--- src/rtl/encoder_8to3_serial.sv ---
// Serial priority encoder: accepts a multi-hot request vector and emits the
// index of each set bit, lowest first, one code per out_ready handshake.
module encoder_8to3_serial #(
  parameter int unsigned N = 8,
  localparam int unsigned W = $clog2(N)
) (
  input  logic         clk,
  input  logic         rst_n,
  input  logic         enable,
  input  logic [N-1:0] in,
  input  logic         in_valid,
  output logic         in_ready,
  output logic [W-1:0] out,
  output logic         out_valid,
  input  logic         out_ready,
  output logic         out_last,
  output logic         zero_flag
);

  typedef enum logic {IDLE, SCAN} state_t;

  state_t       state, state_d;
  logic [N-1:0] pending, pending_d;
  logic         zero_flag_d;
  logic [W-1:0] lowest;
  logic         found;
  logic         single;

  // State, pending vector and zero pulse; reset discards any in-flight codes
  always_ff @(posedge clk or negedge rst_n) begin
    if (!rst_n) begin
      state     <= IDLE;
      pending   <= '0;
      zero_flag <= 1'b0;
    end else begin
      state     <= state_d;
      pending   <= pending_d;
      zero_flag <= zero_flag_d;
    end
  end

  // Lowest set bit of pending (bit 0 has priority) and one-hot detect
  always_comb begin
    lowest = '0;
    found  = 1'b0;
    for (int unsigned i = 0; i < N; i++) begin
      if (pending[i] && !found) begin
        lowest = W'(i);
        found  = 1'b1;
      end
    end
    single = (pending != '0) && ((pending & (pending - N'(1))) == '0);
  end

  // Next-state and handshake outputs
  always_comb begin
    state_d     = state;
    pending_d   = pending;
    zero_flag_d = 1'b0;
    in_ready    = 1'b0;
    out_valid   = 1'b0;
    out         = '0;
    out_last    = 1'b0;
    case (state)
      IDLE: begin
        in_ready = enable;
        if (in_valid && enable) begin
          if (in != '0) begin
            pending_d = in;
            state_d   = SCAN;
          end else begin
            zero_flag_d = 1'b1;
          end
        end
      end
      SCAN: begin
        out_valid = 1'b1;
        out       = lowest;
        out_last  = single;
        if (out_ready) begin
          pending_d[lowest] = 1'b0;
          if (single) state_d = IDLE;
        end
      end
      default: state_d = IDLE;
    endcase
  end

endmodule

--- config.mk ---
export PLATFORM = sky130hd
export DESIGN_NAME = encoder_8to3_serial
export DESIGN_NICKNAME = d
export VERILOG_FILES = /design/src/rtl/encoder_8to3_serial.sv
export SDC_FILE = /design/constraint.sdc
export NUM_CORES = 1
export LEC_CHECK = 0
export BUFFER_PORTS_ARGS = -buffer_cell sky130_fd_sc_hd__clkbuf_2
export CORE_MARGIN = 5
export CORE_UTILIZATION = 45
export DETAILED_ROUTE_END_ITERATION = 10
export GPL_TIMING_DRIVEN = 0
export PLACE_DENSITY = 0.71
export SKIP_LAST_GASP = 1
export SLEW_MARGIN = 30
export SYNTH_ARGS = -nofsm -noshare
export SYNTH_HDL_FRONTEND = slang
export SYNTH_SLANG_ARGS = --single-unit
--- constraint.sdc ---
create_clock -name clk -period 2.6 [get_ports clk]
set_input_delay 0.52 -clock clk [delete_from_list [all_inputs] [get_ports clk]]
set_output_delay 0.52 -clock clk [all_outputs]
set_load 0.005 [all_outputs]
==> results.json <==
{
  "dpl.cell_count": 112,
  "grt_max_degree": 11,
  "ys_seq_elements": 10,
  "grt_usage_pct": 14.8,
  "hold_viol": 0,
  "dr.pass1.iters": 4,
  "row_count": 14,
  "crit_path_top_delay_cell": "or3_4",
  "wire_per_inst_um": 14.8,
  "initial_utilization_pct": 46.5,
  "hp-class": "in2async",
  "synth.area.top_cells": "dfrtp_1, a22o_1, nor2_1",
  "core_area_um2": 1470,
  "num_vias": 705,
  "slew_headroom_pct": 63.8,
  "finClkSkew_ns": 0.000827,
  "drcViolationCount": 0,
  "die_w_um": 49,
  "cp-end-kind": "output port",
  "nNetsFinal": 117,
  "fin_ws_ns": 0.0328,
  "slew_violations": 0,
  "cp.required_ns": 2.08,
  "wl_met1_um": 751,
  "hold-worst-slack_ns": 0.104,
  "routed_wl_um": 1740,
  "syn_inst": 77,
  "io_pins": 20,
  "antenna_found_initial": 0,
  "cp_max_fo": 3,
  "ys.flop_type": "dfrtp_1",
  "cts_tree": "yes",
  "grt-ovfl-total": 0,
  "place_hpwl_um": 1320,
  "synth.most_common_cell": "nor2_1",
  "cts_sinks": 10,
  "synth_top_area_share_pct": 36.6,
  "tightest_slew_ns": 0.538,
  "netlist_top_cells_count": "nor2_1, dfrtp_1, nand2_1, a22o_1, o21ai_0",
  "yosysSeqAreaShare_pct": 36.6,
  "route.detailed.vias_per_inst": 5.97,
  "crit_type": "reg2out",
  "netlist_area_um2": 684,
  "preCtsSetupSlack_ns": 0.318,
  "p_per_area_nw_per_um2": 1260,
  "rsz0062_at_grt": "true",
  "nFillCells": 146,
  "placed_cell_area_um2": 800,
  "drv_cap": 0,
  "netlist-cell-type-count": 32,
  "cts_root_buf": "clkbuf_4",
  "ir_drop_v": 0.000698,
  "final_cells": 118,
  "highest_layer": "met4",
  "synth-edff-count": 0,
  "crit_chain": "buf_6 > nor4_4 > xor2_1 > o22ai_1 > or3_4 > and3_4 > clkbuf_2",
  "clk-insertion-delay-late_ns": 0.27,
  "cts_inserted_buffers": 3,
  "clock.fmax_ghz": 0.390,
  "die_h_um": 49,
  "synth_nets": 90,
  "synth_area_per_cell_um2": 8.89,
  "met3_length_um": 118,
  "grt_pass1_vias": 648,
  "setup_viol_count_final": 0,
  "async_flop_share_pct": 100,
  "gp_congestion": 0.803,
  "yosys_warnings": 0,
  "drt_iter0_drc": 14,
  "arrival_ns": 2.05,
  "final_util_pct": 58.3,
  "cts.clk_slew.worst_paths_ns": 0.06,
  "grt_pass1_wl_um": 2800,
  "die-area_um2": 2400,
  "final.min_clock_period_ns": 2.57,
  "synth_top_cell_by_area": "dfrtp_1",
  "multiInputGateArea_um2": 420,
  "clockBufferDepth": 2,
  "fin_area_um2": 858,
  "ant_nets": 0,
  "max_stage_delay_ns": 0.38,
  "antenna_cells_inserted": 0,
  "htree_levels": 1,
  "status": "finished, final reports clean",
  "period_share_pct": 98.7,
  "cp-start-kind": "flip-flop",
  "io_buffers": 19,
  "drive_above_1_share_pct": 32.4,
  "p_leak_nw": 0.415,
  "area_delta_synth_final_pct": 25.4,
  "route.met2.wl_um": 817,
  "layout.area.seq_um2": 250
}
[what timing repair did]
action | 4_1_cts | 5_1_grt
setup buffers | 0 | 3
resized for setup | 0 | 3
hold buffers | 0 | 0
setup endpoints to repair | 0 | 1
[per-layer routing]
layer | up-vias | global-route usage (%)
met5 | - | 0
met4 | 0 | 6.73
met3 | 7 | 4.59
met2 | 27 | 22.8
met1 | 335 | 18.6
li1 | 336 | -
[worst max-delay path: cells and delay by family, from the launching register on]
| family | cells | cell delay [ns] |
|---|---|---|
| AND/OR/NAND/NOR | 3 | 0.91 |
| flip-flops | 1 | 0.37 |
| buffers and inverters | 2 | 0.22 |
| XOR/XNOR | 1 | 0.18 |
| AO/OA/AOI/OAI | 1 | 0.08 |
[final cells by class]
type | count | area share [%]
Sequential cell | 10 | 29.2
Timing Repair Buffer | 22 | 13.7
Tap cell | 16 | 2.33
Multi-Input combinational cell | 62 | 49.0
Clock buffer | 3 | 2.62
Buffer | 3 | 2.33
Inverter | 2 | 0.875
[metrics by stage]
step	setup TNS [ns]	power, W
finish	0	0.00108
floorplan	0	0.000742
global route	-0.0325	0.00117
global placement	0	0.000891
detailed placement	0	0.000903
CTS	0	0.00101
[state kept, by name, summed over array words and instances (netlist names)]
name       count
pending        8
state          1
zero_flag      1
[power breakdown]
group	total, W	switching (W)	internal (W)
Sequential	0.000330	0.000109	0.000222
Clock	0.000107	0.0000536	0.0000536
Combinational	0.000643	0.000313	0.000330
Total	0.00108	0.000475	0.000605
[cells by family after synthesis]
| logic type | Yosys count | synth area share [%] |
|---|---|---|
| xor+xnor | 1 | 1.28 |
| flops | 10 | 36.6 |
| buf+inv | 5 | 3.47 |
| compound gates | 23 | 24.7 |
| simple gates | 38 | 34.0 |
[final timing paths]
check                                        from                      to  slack, ns  cells past startpoint
min in group clk                            in[3]  pending[3]$_DFFE_PN0P_       0.46                      3
max                        pending[1]$_DFFE_PN0P_                out_last       0.03                      7
min                                         rst_n  pending[2]$_DFFE_PN0P_       0.10                      1
max in group asynchronous                   rst_n  pending[6]$_DFFE_PN0P_       2.29                      1
max reg2reg                       state$_DFF_PN0_  pending[1]$_DFFE_PN0P_       0.73                      6
min reg2reg                pending[7]$_DFFE_PN0P_  pending[7]$_DFFE_PN0P_       0.59                      1
[cells in the final DEF, fill, tap and decap left out, drive strengths merged, types with 3 or more instances in the layout]
cell	synthesis	routed
nor2b	3	3
or3	3	3
o21ai	4	4
buf	2	5
nand2b	3	3
dfrtp	10	10
clkbuf	1	23
a22o	5	5
nand2	8	8
nor4	3	3
nor2	11	11
(Power assumes the default switching activity.)
